## src/rtl/i2c_dac_target.sv

```systemverilog
// I2C target with a single 16-bit register, answering the DAC101C081-style
// write/read protocol. SCL/SDA are oversampled and filtered on Clock; SDA is open-drain via SDAen.
//
// state   | meaning
// S_IDLE  | bus free, waiting for START
// S_ADDR  | shifting in the address byte
// S_ACK_A | driving ACK for a matched address
// S_WR_HI | receiving the high data byte (or an excess byte once the register was written)
// S_ACK_W1| driving ACK for the high byte
// S_WR_LO | receiving the low data byte
// S_ACK_W2| driving ACK for the low byte
// S_RD_HI | driving RegQ[15:8]
// S_MACK1 | sampling master ACK after the high byte
// S_RD_LO | driving RegQ[7:0]
// S_MACK2 | master ACK/NACK after the low byte
// S_IGNORE| SDA released, waiting for STOP or START
module i2c_dac_target #(
  parameter logic [6:0]  DEV_ADDR = 7'b0001100,
  parameter int          FILT     = 3,
  parameter logic [15:0] RST_VAL  = 16'h0000
) (
  input  logic        Clock,
  input  logic        Reset,
  input  logic        SCLin,
  input  logic        SDAin,
  output logic        SDAen,
  output logic [15:0] RegQ,
  output logic        WrStrobe,
  output logic        RdStrobe,
  output logic        Busy,
  output logic [1:0]  Error
);

  typedef enum logic [3:0] {
    S_IDLE, S_ADDR, S_ACK_A, S_WR_HI, S_ACK_W1, S_WR_LO,
    S_ACK_W2, S_RD_HI, S_MACK1, S_RD_LO, S_MACK2, S_IGNORE
  } state_t;

  localparam logic [2:0] FILT_TC = 3'(FILT - 1);

  logic [1:0] scl_sync, sda_sync;
  logic [2:0] scl_tmr, sda_tmr;
  logic       scl_f, sda_f, scl_d, sda_d;

  // Filter timers count down while the synced level disagrees; terminal count accepts it.
  always_ff @(posedge Clock) begin
    if (Reset) begin
      scl_sync <= 2'b11;
      sda_sync <= 2'b11;
      scl_tmr  <= FILT_TC;
      sda_tmr  <= FILT_TC;
      scl_f    <= 1'b1;
      sda_f    <= 1'b1;
      scl_d    <= 1'b1;
      sda_d    <= 1'b1;
    end else begin
      scl_sync <= {scl_sync[0], SCLin};
      sda_sync <= {sda_sync[0], SDAin};
      scl_d    <= scl_f;
      sda_d    <= sda_f;
      if (scl_sync[1] == scl_f) begin
        scl_tmr <= FILT_TC;
      end else if (scl_tmr == 3'd0) begin
        scl_f   <= scl_sync[1];
        scl_tmr <= FILT_TC;
      end else begin
        scl_tmr <= scl_tmr - 3'd1;
      end
      if (sda_sync[1] == sda_f) begin
        sda_tmr <= FILT_TC;
      end else if (sda_tmr == 3'd0) begin
        sda_f   <= sda_sync[1];
        sda_tmr <= FILT_TC;
      end else begin
        sda_tmr <= sda_tmr - 3'd1;
      end
    end
  end

  logic scl_rise, scl_fall, sda_rise, sda_fall, scl_edge, start_det, stop_det;

  assign scl_rise  = scl_f & ~scl_d;
  assign scl_fall  = ~scl_f & scl_d;
  assign sda_rise  = sda_f & ~sda_d;
  assign sda_fall  = ~sda_f & sda_d;
  assign scl_edge  = scl_rise | scl_fall;
  assign start_det = sda_fall & scl_f & ~scl_edge;
  assign stop_det  = sda_rise & scl_f & ~scl_edge;

  state_t      state, state_n;
  logic [2:0]  cnt, cnt_n;
  logic        phase, phase_n;
  logic        over, over_n;
  logic [15:0] sh, sh_n;
  logic [15:0] reg_n;
  logic        sda_n, wr_n, rd_n, busy_n;
  logic [1:0]  err_n;
  logic        mid_byte;

  always_ff @(posedge Clock) begin
    if (Reset) begin
      state    <= S_IDLE;
      cnt      <= 3'd0;
      phase    <= 1'b0;
      over     <= 1'b0;
      sh       <= 16'h0000;
      RegQ     <= RST_VAL;
      SDAen    <= 1'b0;
      WrStrobe <= 1'b0;
      RdStrobe <= 1'b0;
      Busy     <= 1'b0;
      Error    <= 2'd0;
    end else begin
      state    <= state_n;
      cnt      <= cnt_n;
      phase    <= phase_n;
      over     <= over_n;
      sh       <= sh_n;
      RegQ     <= reg_n;
      SDAen    <= sda_n;
      WrStrobe <= wr_n;
      RdStrobe <= rd_n;
      Busy     <= busy_n;
      Error    <= err_n;
    end
  end

  // cnt counts completed bit clocks, so a STOP/START in the first bit's high phase is not mid-byte.
  always_comb begin
    mid_byte = 1'b0;
    if ((state == S_ADDR || state == S_WR_HI || state == S_WR_LO ||
         state == S_RD_HI || state == S_RD_LO) && cnt != 3'd0)
      mid_byte = 1'b1;
  end

  always_comb begin
    state_n = state;
    cnt_n   = cnt;
    phase_n = phase;
    over_n  = over;
    sh_n    = sh;
    reg_n   = RegQ;
    sda_n   = SDAen;
    wr_n    = 1'b0;
    rd_n    = 1'b0;
    busy_n  = Busy;
    err_n   = Error;

    if (stop_det) begin
      state_n = S_IDLE;
      cnt_n   = 3'd0;
      phase_n = 1'b0;
      sda_n   = 1'b0;
      busy_n  = 1'b0;
      if (mid_byte) err_n = 2'd3;
    end else if (start_det) begin
      state_n = S_ADDR;
      cnt_n   = 3'd0;
      phase_n = 1'b0;
      over_n  = 1'b0;
      sda_n   = 1'b0;
      busy_n  = 1'b1;
      err_n   = mid_byte ? 2'd3 : 2'd0;
    end else begin
      case (state)
        S_IDLE: ;

        S_ADDR, S_WR_HI, S_WR_LO: begin
          if (scl_rise) begin
            sh_n    = {sh[14:0], sda_f};
            phase_n = 1'b1;
            if (cnt == 3'd7) begin
              cnt_n   = 3'd0;
              phase_n = 1'b0;
              if (state == S_ADDR) begin
                state_n = (sh_n[7:1] == DEV_ADDR) ? S_ACK_A : S_IGNORE;
              end else if (state == S_WR_HI) begin
                if (over) begin
                  err_n   = 2'd1;
                  state_n = S_IGNORE;
                end else begin
                  state_n = S_ACK_W1;
                end
              end else begin
                // shifter now holds {hi, lo}
                reg_n   = sh_n;
                wr_n    = 1'b1;
                over_n  = 1'b1;
                state_n = S_ACK_W2;
              end
            end
          end else if (scl_fall && phase) begin
            cnt_n   = cnt + 3'd1;
            phase_n = 1'b0;
          end
        end

        S_ACK_A, S_ACK_W1, S_ACK_W2: begin
          if (scl_fall) begin
            if (!phase) begin
              phase_n = 1'b1;
              sda_n   = 1'b1;
            end else begin
              phase_n = 1'b0;
              sda_n   = 1'b0;
              cnt_n   = 3'd0;
              if (state == S_ACK_A && sh[0]) begin
                state_n = S_RD_HI;
                sh_n    = RegQ;
                rd_n    = 1'b1;
                sda_n   = ~RegQ[15];
              end else if (state == S_ACK_W1) begin
                state_n = S_WR_LO;
              end else begin
                state_n = S_WR_HI;
              end
            end
          end
        end

        S_RD_HI, S_RD_LO: begin
          if (scl_fall) begin
            sh_n = {sh[14:0], 1'b0};
            if (cnt == 3'd7) begin
              cnt_n   = 3'd0;
              phase_n = 1'b0;
              sda_n   = 1'b0;
              state_n = (state == S_RD_HI) ? S_MACK1 : S_MACK2;
            end else begin
              cnt_n = cnt + 3'd1;
              sda_n = ~sh_n[15];
            end
          end
        end

        S_MACK1: begin
          if (scl_rise) begin
            if (sda_f) begin
              err_n   = 2'd2;
              state_n = S_IGNORE;
            end else begin
              phase_n = 1'b1;
            end
          end else if (scl_fall && phase) begin
            phase_n = 1'b0;
            cnt_n   = 3'd0;
            sda_n   = ~sh[15];
            state_n = S_RD_LO;
          end
        end

        S_MACK2: begin
          if (scl_rise) state_n = S_IGNORE;
        end

        S_IGNORE: sda_n = 1'b0;

        default: begin
          state_n = S_IDLE;
          sda_n   = 1'b0;
        end
      endcase
    end
  end

endmodule

```

## config.mk

```make
export PLATFORM = sky130hd
export DESIGN_NAME = i2c_dac_target
export DESIGN_NICKNAME = d
export VERILOG_FILES = /design/src/rtl/i2c_dac_target.sv
export SDC_FILE = /design/constraint.sdc
export NUM_CORES = 1
export LEC_CHECK = 0
export CORE_UTILIZATION = 30
export CTS_BUF_LIST = sky130_fd_sc_hd__clkbuf_2
export CTS_CLUSTER_DIAMETER = 120
export DETAILED_ROUTE_END_ITERATION = 12
export MAX_ROUTING_LAYER = met4
export PLACE_DENSITY = 0.53
export SLEW_MARGIN = 20
export SYNTH_ARGS = -nofsm -noshare
export SYNTH_HDL_FRONTEND = slang
export SYNTH_SLANG_ARGS = --single-unit
```

## constraint.sdc

```tcl
create_clock -name Clock -period 2.2 [get_ports Clock]
set_input_delay 0.44 -clock Clock [delete_from_list [all_inputs] [get_ports Clock]]
set_output_delay 0.44 -clock Clock [all_outputs]
set_load 0.005 [all_outputs]
```

## Word level (Yosys, flattened, before mapping)

Index checks and enable logic that the tools add are counted.

- Flip-flop bits (word level): 61
- Latch bits: 0
- Bits in writable memories: 0
- Bits in read-only memories: 0
- Input bits: 4
- Output and inout port bits: 22
- Word-level logic and storage cells: 217
- Memories kept: 0

- Add/sub/neg operators: 3
- $mul: 0
- Divide/modulo/power cells: 0
- Order comparisons: 0
- Equality and inequality tests: 50
- Shift-type cells: 0
- Mux-type cells: 74
- Bitwise logic cells: 31
- Reduce and logical (&&, ||, !) cells: 39

Operator list:

| cell | number |
|---|---|
| $mux W16 | 5 |
| $mux W4 | 14 |
| $pmux W16 S3 | 1 |
| $ne A3 B3 Y1 const B | 12 |
| $ne A4 B4 Y1 const B | 9 |
| $mux W3 | 11 |
| $mux W1 | 26 |
| $mux W2 | 12 |
| $ne A2 B2 Y1 const B | 12 |
| $pmux W4 S6 | 1 |
| $not A1 Y1 | 22 |
| $reduce_and A10 Y1 | 2 |
| $eq A4 B3 Y1 const B | 4 |
| $eq A4 B4 Y1 const B | 4 |
| $reduce_and A8 Y1 | 2 |
| $reduce_or A3 Y1 | 5 |
| $pmux W3 S4 | 1 |
| $reduce_and A5 Y1 | 2 |
| $reduce_and A9 Y1 | 1 |
| $and A1 B1 Y1 | 8 |
| $eq A4 B2 Y1 const B | 2 |
| $pmux W1 S4 | 2 |
| $reduce_bool A4 Y1 | 2 |
| $eq A7 B4 Y1 const B | 1 |
| 21 further kinds | 36 |

## Depth between registers and ports, before layout

Gate-level depths: netlist of run 1.

- Depth after elaboration: 10
- Gate-level depth with buffers: 10
- Gate-level depth less buffers: 8

## Least setup slack after synthesis of run 1

OpenSTA, ideal clock, no wires.

- Path type: reg2reg
- Start point: register scl_f
- End point: register RegQ[0]
- Library setup time: 0.128 ns
- Arrival time: 1.890 ns
- Data required time: 2.072 ns
- Path slack: 0.182 ns
- Cell stages (with the launch flop): 10
- Period minus slack after synthesis: 2.018 ns
- Path through: dfxtp_1 ha_1 buf_2 nand2_1 nor4_1 nor2b_1 buf_2 buf_4 mux2i_1 nor2_1

- Word-level cells in the longest chain between the ends: 7

RTL lines:

| element | line | source |
|---|---|---|
| start: declaration | 43 | `logic scl_f, sda_f, scl_d, sda_d;` |
| start signal: assignment | 64 | `scl_f <= scl_sync[1];` |
| $not A1 Y1 | 83 | `assign scl_fall = ~scl_f & scl_d;` |
| $and A1 B1 Y1 | 83 |  |
| $or A1 B1 Y1 | 86 | `assign scl_edge = scl_rise \| scl_fall;` |
| $not A1 Y1 | 87, 88 |  |
| $and A1 B1 Y1, on equally long branches | 88, 87 |  |
| $not A1 Y1 (no source line) | n/a |  |
| $reduce_and A7 Y1 (no source line) (*) | n/a |  |
| end signal: assignment | 119 | `RegQ <= reg_n;` |
| end: declaration | 27 | `output logic [15:0] RegQ,` |

Mark *: on every way between the ends. The rest lies on a longest branch, timed or not.
A chain may end at the register's enable or synchronous reset.

## Worst setup path after layout of run 1

- Start point: register scl_f
- End point: register state[1]

- Word-level cells in the longest chain between the ends: 6

RTL lines:

| element | line | source |
|---|---|---|
| branches (longest 6 deep; another with $reduce_and A10 Y1) | n/a |  |
| end signal: assignment | 114 | `state <= state_n;` |
| end: declaration | 90 | `state_t state, state_n;` |

Parallel ways; which one is timed is not known.

==> results by group, run 1 <==
Yosys
  – Largest family of logic cells by synthesized area: simple AND/OR/NAND/NOR gates
  – Share of the synthesized area in the top cell type: 38.1%
  – Post-synthesis xor/xnor area fraction: 0.546%
  – Post-synthesis mux area share: 16.2%
  – Post-synth top cells: dfxtp_1 (61), nor2_1 (48), mux2i_1 (35)
  – Ranking of synthesized cells by area: dfxtp_1 (38%), mux2i_1 (11%), nor2_1 (5.6%), mux2_2 (5.3%), ha_1 (3.5%)
  – Avg Cell Area, Syn: 9.00 um^2
  – Synth Register Bits: 61
  – Async set-reset flop share out of synthesis: 0%
  – Primary FF master, synth: dfxtp_1
  – Syn_nets: 369
  – Sequential area share after synthesis: 38.1%
  – Syn. warnings: 0
  – Post-Syn Area: 3210 um^2
  – Synth area leader: dfxtp_1
  – Adder-Cell Fraction of Synth Area: 3.51%
  – Cells after synthesis: 356
  – Top-count cell post-synth: dfxtp_1
  – Simple-Gate Fraction of Synth Area: 21.3%
  – Post-synth EDFFs: 0
  – Synth Area in Compound Gates: 14.1%
  – Synth cell types: 58

Timing
  – Fin crit share: 94.9%
  – Fmax: 479 MHz
  – Pins Over Slew Limit: 0
  – Final Hold Viols: 0
  – Setup Skew: 0.0233 ns
  – Final worst path period need: 2.09 ns
  – Slew @ Worst Pin: 0.506 ns
  – Slew headroom: 65.9%
  – Final setup viols: 0

Clock tree
  – Clock latency on the worst-skew pair: 0.48 ns
  – CTS clk-pin slew, worst paths: 0.18 ns
  – # hold bufs at CTS: 0
  – Inserted Clock Buffers: 9
  – Root buffer cell: clkbuf_2
  – H-tree depth: 3
  – CTS tree: yes
  – Clock sinks: 61
  – CTS Buffer Depth: 2

Power and ir drop
  – Leakage: 1.48 nW
  – Peak VDD IR: 0.322 mV
  – Pwr dens: 763 nW/um^2

Min path
  – Hold path start: Reset
  – Hold path cells: 2
  – Min-Delay Endpoint: scl_tmr[2]
  – Hold Crit Class: in2reg

Outcome
  – Run status: finished, final reports clean

Finish
  – Syn-to-layout area delta: 18.5%
  – Nets: 408
  – Post-layout util: 36.8%
  – Layout cells sized above 1: 20.1%
  – Post-Layout Cell Count: 535
  – Final instance area: 3800 um^2
  – N_diodes: 0

Critical path
  – Slowest stage delay, CP: 0.44 ns
  – Worst Path Required: 2.59 ns
  – R2r setup slk: 0.11 ns
  – Critical Path Start Type: flop
  – FF-to-FF End: state[1]
  – CP Max Fanout: 6
  – Worst EP arrival: 2.48 ns
  – Top delay family on crit path: compound AO/OA/AOI/OAI gates
  – Crit end category: flop
  – Slowest CP cell: a2111oi_4
  – CP bufs+invs: 2
  – Critical Path, Cell by Cell: inv_1 -> ha_1 -> a21oi_1 -> o2111a_1 -> a2111oi_4 -> buf_4 -> mux2i_1 -> nor2_1
  – WS Path Type: reg2reg
  – R2R depth: 8
  – R2R Path Start: scl_f

Die
  – Initial Util: 31.1%
  – Die H: 105 um
  – Die X: 105 um
  – I/O pin cnt: 26
  – Row count: 37
  – Die area: 11,100 um^2
  – Placeable Area: 10,300 um^2

Placed design
  – Placement Cell Area: 3690 um^2
  – Dpl cells: 518
  – DP Wirelength: 5060 um
  – Gp weighted congestion: 0.819
  – # port buffers: 25

Drt
  – Routed wire length: 7270 um
  – Number of DRC markers in iteration 0: 85
  – Vias: 2,618
  – DRC Markers: 0
  – DRT antenna net count: 0
  – Post-DR vias/cell: 4.89
  – Drt pass-1 iters: 4
  – Post-DR wirelength/cell: 13.6 um

Global routing
  – Antenna violations before repair: 0
  – GRT Util Overall: 14.1%
  – First-pass GRT wire length: 12,200 um
  – Largest net degree at the start of global routing: 39
  – Vias in the first global route: 2,537
  – Overflow after GRT: 0

Run
  – Max-cap check violation count: 0
cells in the final DEF (no fill, tap or decap), drive strengths merged, types with 4 or more instances in the layout:
master,count
clkinv,4
inv,16
mux2,15
dfxtp,61
or2,9
ha,9
clkdlybuf4s50,24
nor3,17
nand2,13
a21oi,16
nor4,4
mux2i,35
nor2,49
nand2b,8
o21ai,14
nand3,4
clkbuf,9
buf,29
and2,4
nor2b,14
where the power goes:
| part | internal [mW] | switching [mW] |
|---|---|---|
| Combinational | 0.531 | 0.605 |
| Sequential | 1.17 | 0.0645 |
| Clock | 0.129 | 0.406 |
| Total | 1.83 | 1.08 |
kinds of logic (layout without fill, tap and decap cells):
group                      count (synthesis)  count (layout)
AOI/OAI and AO/OA                         60              60
xor gates and xnor gates                   2               2
adders and majority gates                  9               9
buffers and inverters                     41              84
DFF                                       61              61
muxes                                     50              50
and+or+nand+nor                          133             133
how the worst max path moves through the flow:
stage	endpoint	cells past startpoint	from
final	state[1]	8	scl_f
after global routing	state[1]	8	scl_f
after CTS	sh[12]	7	state[1]
after detailed placement	sh[12]	7	state[1]
after global placement	RegQ[11]	8	cnt[0]
after floorplan	RegQ[0]	9	scl_f
final cells by class:
cell class / instances / area, um^2
flip-flops and latches: 61 / 1220
multi-input cells: 254 / 1800
repair buffers: 53 / 468
inverters: 16 / 60.1
clock buffers: 9 / 45.0
clock inverters: 6 / 31.3
fillers: 1016 / 6520
well taps: 136 / 170
through the flow:
stage               hold slack, ns  TNS (ns)  setup slack, ns  total power [mW]
CTS                          0.273         0           0.0499              2.89
global placement             0.394         0           0.0856              2.34
global route                 0.278   -0.0120          -0.0120              3.10
finish                       0.328         0            0.112              2.90
detailed placement           0.395         0           0.0709              2.35
floorplan                    0.389         0            0.182              2.09
registers in the layout (all words and copies together), names as in the netlist, 2 cells and up:
name,flops
cnt,3
sda_tmr,3
scl_sync,2
sda_sync,2
scl_tmr,3
RegQ,16
state,4
sh,16
Error,2
repair_timing:
action                                  4_1_cts  5_1_grt
buffers inserted                              0        2
endpoints found under the setup margin        0       34
resized for setup                             0        5
worst reg2reg max path: stages (launching register included):
cell and delay, ns:
dfxtp_2 0.39, inv_1 0.07, ha_1 0.28, a21oi_1 0.11
o2111a_1 0.28, a2111oi_4 0.44, buf_4 0.20, mux2i_1 0.19
nor2_1 0.06
layer usage:
layer / up-vias / GRT usage [%] / wire length [um] / part of all wire [%]
li1: 1325 / - / - / -
met1: 1220 / 17.7 / 3690 / 51
met2: 57 / 21.8 / 3140 / 43
met3: 16 / 2.91 / 244 / 3.4
met4: 0 / 6.64 / 184 / 2.5
met5: - / - / 0 / 0
Note: power is estimated with default switching activity, not from simulation.
==> run 2, diff against run 1 <==
--- a/config.mk
+++ b/config.mk
@@ -5,9 +5,11 @@
 export SDC_FILE = /design/constraint.sdc
 export NUM_CORES = 1
 export LEC_CHECK = 0
+export ABC_AREA = 0
 export CORE_UTILIZATION = 30
 export CTS_BUF_LIST = sky130_fd_sc_hd__clkbuf_2
 export CTS_CLUSTER_DIAMETER = 120
+export CTS_CLUSTER_SIZE = 10
 export DETAILED_ROUTE_END_ITERATION = 12
 export MAX_ROUTING_LAYER = met4
 export PLACE_DENSITY = 0.53
==> results of run 2 <==
Final layout, timing and power as in run 1 (identical DEF).
==> run 3, diff against run 2 <==
--- a/config.mk
+++ b/config.mk
@@ -6,13 +6,14 @@
 export NUM_CORES = 1
 export LEC_CHECK = 0
 export ABC_AREA = 0
+export CORE_ASPECT_RATIO = 0.75
 export CORE_UTILIZATION = 30
 export CTS_BUF_LIST = sky130_fd_sc_hd__clkbuf_2
 export CTS_CLUSTER_DIAMETER = 120
 export CTS_CLUSTER_SIZE = 10
 export DETAILED_ROUTE_END_ITERATION = 12
 export MAX_ROUTING_LAYER = met4
-export PLACE_DENSITY = 0.53
+export PLACE_DENSITY = 0.55
 export SLEW_MARGIN = 20
 export SYNTH_ARGS = -nofsm -noshare
 export SYNTH_HDL_FRONTEND = slang
==> run 3 against run 2 <==
Net effect: clock power increased by 4.1%; via count increased by 0.15%; utilization increased by 0.075 points; global-route usage increased by 0.96 points; highest routed layer unchanged; maximum frequency decreased by 0.86%.
==> results by group, run 3 (synthesis gave the netlist of run 1 again) <==
Outcome
  – Run status: finished, final reports clean

Finish
  – Most common cell after layout, fill and taps aside: dfxtp_1
  – Syn-to-layout area delta: 18.9%
  – Top Registers: RegQ: 16 flops, sh: 16 flops, state: 4 flops
  – N_diodes: 0
  – Commonest non-fill, non-tap cells in the layout: dfxtp_1 (57), nor2_1 (48), mux2i_1 (35), clkdlybuf4s50_1 (24), buf_4 (20)
  – Nets: 404
  – Layout cells sized above 1: 20.3%
  – Post-layout util: 36.9%
  – Fill cell count: 1,098

Global routing
  – Overflow after GRT: 0
  – Vias in the first global route: 2,543
  – Largest net degree at the start of global routing: 38
  – GRT Util Overall: 15.1%
  – First-pass GRT wire length: 12,700 um
  – Antenna violations before repair: 0

Placed design
  – # port buffers: 25
  – DP Wirelength: 5210 um
  – Gp weighted congestion: 0.869

Power and ir drop
  – Pwr Total: 2.93 mW
  – Pwr dens: 769 nW/um^2
  – Leakage: 1.49 nW
  – Peak VDD IR: 0.291 mV

Drt
  – Routed wire length: 7400 um
  – DRC Markers: 0
  – Number of DRC markers in iteration 0: 159
  – DRT antenna net count: 0
  – Vias: 2,622
  – Drt pass-1 iters: 4
  – Post-DR vias/cell: 4.94
  – Post-DR wirelength/cell: 13.9 um

Critical path
  – CP Launch Point: state[1]
  – R2R depth: 8
  – End of the critical path: state[2]
  – Crit end category: flop
  – Worst Path Required: 2.59 ns
  – WS Path Type: reg2reg
  – Critical Path Start Type: flop
  – CP Max Fanout: 11
  – R2R Path Start: state[1]
  – R2r setup slk: 0.09 ns
  – Worst EP arrival: 2.49 ns
  – FF-to-FF End: state[2]

Die
  – Row count: 32
  – Die area: 11,100 um^2
  – Die H: 91.5 um
  – Die X: 121 um
  – I/O pin cnt: 26
  – Placeable Area: 10,300 um^2
  – Initial Util: 31.0%

Timing
  – Slew headroom: 67.3%
  – Fin crit share: 95.8%
  – Final worst path period need: 2.11 ns
  – Final Hold Viols: 0
  – Final setup viols: 0
  – Hold_ws: 0.307 ns
  – Setup Skew: 0.0211 ns
  – Slew @ Worst Pin: 0.486 ns
  – Pins Over Slew Limit: 0
  – Fmax: 475 MHz

Clock tree
  – CTS Buffer Depth: 2
  – Clock sinks: 61
  – # hold bufs at CTS: 0
  – Root buffer cell: clkbuf_2
  – Inserted Clock Buffers: 9
  – CTS tree: yes
  – H-tree depth: 3
  – Clock latency on the worst-skew pair: 0.50 ns
  – CTS clk-pin slew, worst paths: 0.17 ns

Run
  – Max-cap check violation count: 0

Min path
  – Hold Crit Class: in2reg
run 3: cell types whose count changed in the layout (fill, tap and decap cells not counted), moves of 2 or more:
cell      before  now
clkinv_1       3    0
buf_4         27   20
buf_12         1    4
clkbuf_2       9   11
run 3: report_power, final:
part           leakage [nW]  internal, mW  total (mW)  switching (mW)
clock network        0.0578         0.150       0.556           0.406
registers             0.495          1.17        1.24          0.0702
logic                 0.936         0.539        1.14           0.597
run 3: worst max-delay path, cell delays in order (launching register included):
cell,delay (ns)
dfxtp_2,0.42
or2_1,0.34
a32oi_4,0.20
o2bb2ai_2,0.10
buf_4,0.14
a2111oi_4,0.29
buf_4,0.20
mux2i_1,0.20
a21oi_1,0.09
run 3: metal layers:
| layer | share of wire (%) | vias up | track usage, % |
|---|---|---|---|
| met3 | 5.7 | 9 | 4.15 |
| met1 | 52 | 1231 | 21.5 |
| met5 | 0 | - | - |
| met4 | 1.3 | 0 | 4.94 |
| met2 | 41 | 64 | 20.0 |
| li1 | - | 1318 | - |
run 3: worst min path at each step:
stage / from / endpoint / slack [ns] / cells past startpoint
2_1_floorplan: scl_sync[0] / scl_sync[1] / 0.39 / 1
3_3_place_gp: sda_sync[0] / sda_sync[1] / 0.39 / 1
3_5_place_dp: sda_sync[0] / sda_sync[1] / 0.40 / 1
4_1_cts: Reset / Error[1] / 0.25 / 2
5_1_grt: Reset / over / 0.28 / 2
6_report: Reset / over / 0.31 / 2
run 3: what timing repair did:
action,CTS,global route
setup endpoints to repair,0,11
buffers inserted,0,1
gates resized for setup,0,7
run 3: stage by stage:
step,setup TNS [ns],area (um^2),worst slack (ns),std cells
5_1_grt,-0.0105,3810,-0.0105,531
4_1_cts,0,3790,0.0808,530
6_report,0,3810,0.0933,531
2_1_floorplan,0,3210,0.182,356
3_5_place_dp,0,3710,0.137,515
3_3_place_gp,0,3710,0.165,515
run 3: final cells by class:
cell class                 instances  area, um^2  area share [%]
inverter                          16        60.1            1.58
sequential                        61        1230            32.2
timing repair buffer              49         475            12.5
clock inverter                     4        26.3           0.690
multi-input combinational        254        1790            47.1
tap                              136         170            4.47
clock buffer                      11        55.1            1.44
